`src/rtl/load_unit_pipelined.sv`:
```
// Pipelined load execution unit: computes base+offset, reads data memory with MEM_LAT latency,
// merges bytes from a window of recent stores and returns extended results in order on the CDB.
module load_unit_pipelined #(
  parameter int XLEN     = 32,
  parameter int TAG_W    = 6,
  parameter int SB_DEPTH = 4,
  parameter int MEM_LAT  = 1
) (
  input  logic             clk,
  input  logic             reset,
  input  logic             in_valid,
  output logic             in_ready,
  input  logic [2:0]       in_width,
  input  logic [TAG_W-1:0] in_tag,
  input  logic [XLEN-1:0]  in_base,
  input  logic [XLEN-1:0]  in_offset,
  output logic             mem_rd_en,
  output logic [XLEN-1:0]  mem_addr,
  input  logic [XLEN-1:0]  mem_rdata,
  input  logic             st_valid,
  input  logic [XLEN-1:0]  st_addr,
  input  logic [XLEN-1:0]  st_data,
  input  logic [3:0]       st_be,
  input  logic             flush,
  output logic             cdb_valid,
  input  logic             cdb_ready,
  output logic [TAG_W-1:0] cdb_tag,
  output logic [XLEN-1:0]  cdb_data,
  output logic             cdb_exc,
  output logic [XLEN-1:0]  lb_addr
);

  localparam int RQ = MEM_LAT + 1;
  localparam int PW = $clog2(RQ);
  localparam int SW = (SB_DEPTH > 1) ? $clog2(SB_DEPTH) : 1;
  localparam logic [XLEN-1:0] WORD_MASK = ~XLEN'(3);

  typedef struct packed {
    logic [TAG_W-1:0] tag;
    logic [XLEN-1:0]  ea;
    logic [2:0]       width;
    logic             exc;
    logic [3:0]       fmask;
    logic [XLEN-1:0]  fdata;
  } pipe_t;

  typedef struct packed {
    logic [TAG_W-1:0] tag;
    logic [XLEN-1:0]  data;
    logic             exc;
    logic [XLEN-1:0]  ea;
  } res_t;

  function automatic logic same_word(input logic [XLEN-1:0] a, input logic [XLEN-1:0] b);
    return ((a ^ b) & WORD_MASK) == '0;
  endfunction

  // Store window
  logic [SB_DEPTH-1:0] sb_v_q;
  logic [XLEN-1:0]     sb_addr_q [SB_DEPTH];
  logic [XLEN-1:0]     sb_data_q [SB_DEPTH];
  logic [3:0]          sb_be_q   [SB_DEPTH];
  logic [SW-1:0]       sb_wp_q;

  // Load pipe and result FIFO
  logic [MEM_LAT-1:0] pv_q;
  pipe_t              pipe_q [MEM_LAT];
  res_t               fifo_q [RQ];
  logic [PW-1:0]      rd_q, wr_q;
  logic [PW:0]        cnt_q;

  logic [XLEN-1:0] ea;
  logic            in_exc, accept, push, pop;
  logic [3:0]      inflight, occ;
  logic [3:0]      fmask;
  logic [XLEN-1:0] fdata;
  pipe_t           in_ent, tail;
  res_t            res_d, head;

  assign ea = in_base + in_offset;

  always_comb begin
    // NOTE: every combinational output gets a default first so no path leaves it unassigned (no latch).
    in_exc = 1'b1;
    case (in_width)
      3'b000, 3'b100: in_exc = 1'b0;
      3'b001, 3'b101: in_exc = ea[0];
      3'b010:         in_exc = (ea[1:0] != 2'b00);
      default:        in_exc = 1'b1;
    endcase
  end

  // Credit check counts the result leaving this cycle so accepts can stream at full rate.
  always_comb begin
    inflight = '0;
    for (int i = 0; i < MEM_LAT; i++) inflight = inflight + {3'b000, pv_q[i]};
    occ      = inflight + 4'(cnt_q) - {3'b000, pop};
    in_ready = reset && !flush && (occ < 4'(RQ));
  end

  assign accept    = in_valid && in_ready;
  assign mem_rd_en = accept && !in_exc;
  assign mem_addr  = ea & WORD_MASK;

  // Oldest-to-youngest walk so younger stores overwrite older bytes; a store this cycle is youngest.
  always_comb begin
    logic [SW-1:0] idx;
    fmask = '0;
    fdata = '0;
    idx   = '0;
    for (int i = 0; i < SB_DEPTH; i++) begin
      idx = SW'((int'(sb_wp_q) + i) % SB_DEPTH);
      if (sb_v_q[idx] && same_word(sb_addr_q[idx], ea)) begin
        for (int b = 0; b < 4; b++) begin
          if (sb_be_q[idx][b]) begin
            fmask[b]        = 1'b1;
            fdata[8*b +: 8] = sb_data_q[idx][8*b +: 8];
          end
        end
      end
    end
    if (st_valid && same_word(st_addr, ea)) begin
      for (int b = 0; b < 4; b++) begin
        if (st_be[b]) begin
          fmask[b]        = 1'b1;
          fdata[8*b +: 8] = st_data[8*b +: 8];
        end
      end
    end
  end

  always_comb begin
    in_ent       = '0;
    in_ent.tag   = in_tag;
    in_ent.ea    = ea;
    in_ent.width = in_width;
    in_ent.exc   = in_exc;
    in_ent.fmask = fmask;
    in_ent.fdata = fdata;
  end

  always_ff @(posedge clk) begin
    // NOTE: sequential state uses non-blocking assignments so every flop samples pre-edge values.
    if (!reset) begin
      sb_v_q  <= '0;
      sb_wp_q <= '0;
    end else if (st_valid) begin
      sb_v_q[sb_wp_q] <= 1'b1;
      sb_wp_q         <= (sb_wp_q == SW'(SB_DEPTH - 1)) ? '0 : sb_wp_q + 1'b1;
    end
  end

  // NOTE: payload arrays carry no reset; their valid bits and counters alone decide visibility.
  always_ff @(posedge clk) begin
    if (st_valid) begin
      sb_addr_q[sb_wp_q] <= st_addr;
      sb_data_q[sb_wp_q] <= st_data;
      sb_be_q[sb_wp_q]   <= st_be;
    end
  end

  always_ff @(posedge clk) begin
    if (!reset || flush) begin
      pv_q <= '0;
    end else begin
      pv_q[0] <= accept;
      for (int k = 1; k < MEM_LAT; k++) pv_q[k] <= pv_q[k-1];
    end
  end

  always_ff @(posedge clk) begin
    pipe_q[0] <= in_ent;
    for (int k = 1; k < MEM_LAT; k++) pipe_q[k] <= pipe_q[k-1];
  end

  assign tail = pipe_q[MEM_LAT-1];
  assign push = pv_q[MEM_LAT-1] && !flush;

  // Memory data arrives while the entry sits in the last pipe stage.
  always_comb begin
    logic [XLEN-1:0] raw;
    logic [7:0]      lane8;
    logic [15:0]     lane16;
    raw = '0;
    for (int b = 0; b < 4; b++)
      raw[8*b +: 8] = tail.fmask[b] ? tail.fdata[8*b +: 8] : mem_rdata[8*b +: 8];
    case (tail.ea[1:0])
      2'b00:   lane8 = raw[7:0];
      2'b01:   lane8 = raw[15:8];
      2'b10:   lane8 = raw[23:16];
      default: lane8 = raw[31:24];
    endcase
    lane16    = tail.ea[1] ? raw[31:16] : raw[15:0];
    res_d     = '0;
    res_d.tag = tail.tag;
    res_d.ea  = tail.ea;
    res_d.exc = tail.exc;
    if (!tail.exc) begin
      case (tail.width[1:0])
        2'b00:   res_d.data = {{(XLEN-8){lane8[7] & ~tail.width[2]}}, lane8};
        2'b01:   res_d.data = {{(XLEN-16){lane16[15] & ~tail.width[2]}}, lane16};
        default: res_d.data = raw;
      endcase
    end
  end

  always_ff @(posedge clk) begin
    if (!reset || flush) begin
      rd_q  <= '0;
      wr_q  <= '0;
      cnt_q <= '0;
    end else begin
      if (push) wr_q <= (wr_q == PW'(RQ - 1)) ? '0 : wr_q + 1'b1;
      if (pop)  rd_q <= (rd_q == PW'(RQ - 1)) ? '0 : rd_q + 1'b1;
      cnt_q <= cnt_q + (PW+1)'(push) - (PW+1)'(pop);
    end
  end

  always_ff @(posedge clk) begin
    if (push) fifo_q[wr_q] <= res_d;
  end

  assign head      = fifo_q[rd_q];
  assign cdb_valid = (cnt_q != '0);
  assign pop       = cdb_valid && cdb_ready;
  assign cdb_tag   = cdb_valid ? head.tag  : '0;
  assign cdb_data  = cdb_valid ? head.data : '0;
  assign cdb_exc   = cdb_valid && head.exc;
  assign lb_addr   = cdb_valid ? head.ea   : '0;

endmodule
```
`config.mk`:
```
export PLATFORM = sky130hd
export DESIGN_NAME = load_unit_pipelined
export DESIGN_NICKNAME = d
export VERILOG_FILES = /design/src/rtl/load_unit_pipelined.sv
export SDC_FILE = /design/constraint.sdc
export NUM_CORES = 1
export LEC_CHECK = 0
export BUFFER_PORTS_ARGS = -buffer_cell sky130_fd_sc_hd__buf_2
export CAP_MARGIN = 40
export CORE_UTILIZATION = 40
export CTS_BUF_LIST = sky130_fd_sc_hd__clkbuf_8 sky130_fd_sc_hd__clkbuf_16
export CTS_CLUSTER_DIAMETER = 100
export CTS_CLUSTER_SIZE = 16
export DETAILED_ROUTE_END_ITERATION = 6
export MAX_ROUTING_LAYER = met4
export PLACE_DENSITY = 0.57
export SLEW_MARGIN = 20
export SYNTH_ARGS = -nofsm -noshare
export SYNTH_HDL_FRONTEND = slang
export SYNTH_SLANG_ARGS = --single-unit
```
`constraint.sdc`:
```
create_clock -name clk -period 12.1 [get_ports clk]
set_input_delay 1.21 -clock clk [delete_from_list [all_inputs] [get_ports clk]]
set_output_delay 1.21 -clock clk [all_outputs]
set_load 0.01 [all_outputs]
```
==> out/summary.txt <==
status: finished, final reports clean
prevailing post-synth register cell: edfxtp_1
Clock Skew: 0.0287 ns
Synth Warn #: 0
CTS max path bufs: 3
CTS tree: built
final slew viol count: 0
post-synthesis sequential area ratio: 0.469
fraction of layout cells with a size suffix above 1: 0.270
Area Growth Syn to Fin: 12.0%
Die Width: 275 microns
critical path class: in -> reg
Finished Layout Cells: 3,558
Post-DP HPWL: 67,500 microns
num ports: 285
DRC viols: 0
Min-Delay Path Class: reg -> reg
Post-Syn Area: 0.0299 sq mm
sw power: 1.37 mW
met1 GRT Util: 0.347
Final ANT Viol Nets: 0
multi-input logic area: 0.0149 sq mm
Crit-path slowest cell: or4_1
Total Power: 4.36 mW
pin slew with the least headroom to its limit: 0.923 ns
Syn Area/Cell: 12.7 sq um
initial core utilization: 0.407
Final Cell Area: 0.0335 sq mm
GP Congestion: 0.996
die height: 275 microns
FP Rows: 99
maximum level of the CTS H-tree: 2
synthesis-stage register bit count: 498
# hold bufs at CTS: 0
Mapped Cells: 2,359
static leakage: 11.4 nW
Routed WL: 94,300 microns
Comb pwr share: 0.261
VDD IR max: 0.0827 mV
Clk pin slew, worst setup/hold paths: 0.07 ns
Vias/cell: 6.17
largest fanout on the critical path: 10
unrepaired setup endpoints after global routing: false
# resized after CTS: 0
CP Capture Type: register
Area after DPL: 0.0322 sq mm
CTS Sinks: 498
grt met2 use: 0.385
gr usage total: 0.251
Unique masters post-synth: 98
CP cell instances: buf_2 > ha_1 > fa_1 > a211o_1 > a221o_1 > a32oi_2 > nand2_2 > xor2_1 > xnor2_1 > nand4_1 > or4_1 > or4_1 > nand3b_1 > o221a_1
# placed instances: 3,469
total congestion overflow: 0
# Max-Cap Violations: 0
worst path bufs/invs: 1
most numerous cell in the Yosys netlist: edfxtp_1
fmax: 158 MHz
Final Worst Setup Slack: 5.76 ns
Post-synth EDFFs: 406
Setup Buffers After CTS: 0
first-pass GRT wire length: 137,000 microns
TritonRoute pass-1 iters: 6
crit start category: input port
largest net degree at the start of global routing: 103
Sequential Power Share: 0.461
Slew HR: 0.383
top cells by area, synth: edfxtp_1 (41%), mux4_2 (13%), dfxtp_1 (6.2%)
slowest stage delay, CP: 0.82 ns
pre-CTS WS: 5.17 ns
TritonCTS Buffers: 38
share of total power in the clock network: 0.279
critical path required time: 12.58 ns
Iter 0 DRT Violations: 2,395
setup TNS: 0 ns
Switching Fraction: 0.315
largest area contributor in the netlist: edfxtp_1
Top delay family on crit path: simple AND/OR/NAND/NOR gates
Placeable Area: 0.0735 sq mm
worst-skew pair later-pin latency: 0.60 ns
register area: 0.0141 sq mm
Int Pwr: 2.99 mW
GRT met3 Usage: 0.0437
routed via count: 22,000
Post-synth top cells: edfxtp_1 (406), mux4_2 (173), mux2i_1 (168), nor2_1 (141), nand2_1 (132)
Filler cells: 6,620
Min Hold Slack: 0.423 ns
CP Data Arrival Time: 6.82 ns
Nets: 2,778
wire length per cell: 26.5 microns
power density cells: 130 mW/mm^2
final setup violating endpoints: 0
FFs w/ async S/R, synth: 0
Finished Core Util: 0.456
Final min period: 6.34 ns
final worst-path cycle share: 0.524
Hold Violations, Final: 0
most frequent CP cell: or4_1
Port Buffers: 280
Top Usage Layer GRT: met2
post-synth top area share: 0.408
vias in the first global route: 21,100
clock root buffer: clkbuf_16
antenna violations before repair: 17
full die area: 0.0758 sq mm
## flip-flops by register name, indices dropped and copies added (netlist names), named ones only
signal and flops:
pipe_q 78, sb_v_q 4, cnt_q 2, sb_addr_q 120, rd_q 1, sb_data_q 128, sb_be_q 16, wr_q 1
sb_wp_q 2, fifo_q 142, pv_q 1
## cell families after synthesis
logic type | after synthesis | synth area share
buf+inv | 228 | 0.0352
other cells | 1 | 0.000125
xor+xnor | 167 | 0.0552
simple gates | 578 | 0.0982
mux | 422 | 0.217
flops | 498 | 0.469
fa+ha+maj | 42 | 0.0181
compound gates | 423 | 0.107
## power groups by stage
stage	clock [mW]	combinational, mW	sequential (mW)
6_report	1.22	1.14	2.01
5_1_grt	1.30	1.20	2.02
4_1_cts	1.24	1.11	2.01
3_5_place_dp	0	1.11	2.05
3_3_place_gp	0	1.08	2.04
2_1_floorplan	0	0.773	2.01
## final timing paths
check                 from  depth (start not counted)  slack [ns]            end
max             in_base[0]                         14        5.76  pipe_q[0][27]
min          pipe_q[0][42]                          0        0.42   fifo_q[0][2]
max reg2reg     sb_wp_q[0]                         15        5.93  pipe_q[0][27]
min reg2reg  pipe_q[0][42]                          0        0.42   fifo_q[0][2]
## cells in the final DEF (no fill, tap or decap), types with 78 or more instances in the layout
| master | instances |
|---|---|
| nor2_1 | 138 |
| mux2i_1 | 168 |
| nand3_1 | 89 |
| buf_2 | 285 |
| mux4_2 | 173 |
| nand2_1 | 132 |
| edfxtp_1 | 406 |
| a21oi_1 | 78 |
| xnor2_1 | 93 |
| mux2_2 | 81 |
| o21ai_0 | 87 |
| dfxtp_1 | 87 |
## metal layers
layer	routed length, microns	part of all wire
met1	40300	0.43
met2	43800	0.46
met3	8090	0.086
met4	2150	0.023
met5	0	0
## worst reg2reg max path: cells and delay by family, from the launching register on
kind	cells	cell delay [ns]
multiplexers	1	0.38
AND/OR/NAND/NOR	4	1.55
adder cells (fa/ha/maj)	1	0.69
AO/OA/AOI/OAI	4	1.45
buffers and inverters	4	1.11
XOR/XNOR	1	0.22
flip-flops	1	0.74
## layout make-up
| type | instances | share of cell area |
|---|---|---|
| diodes | 15 | 0.00112 |
| well taps | 959 | 0.0358 |
| multi-input cells | 1634 | 0.444 |
| flip-flops and latches | 498 | 0.420 |
| clock buffers | 39 | 0.0291 |
| repair buffers | 346 | 0.0616 |
| inverters | 39 | 0.00437 |
| clock inverters | 28 | 0.00433 |
(Power assumes the default switching activity.)
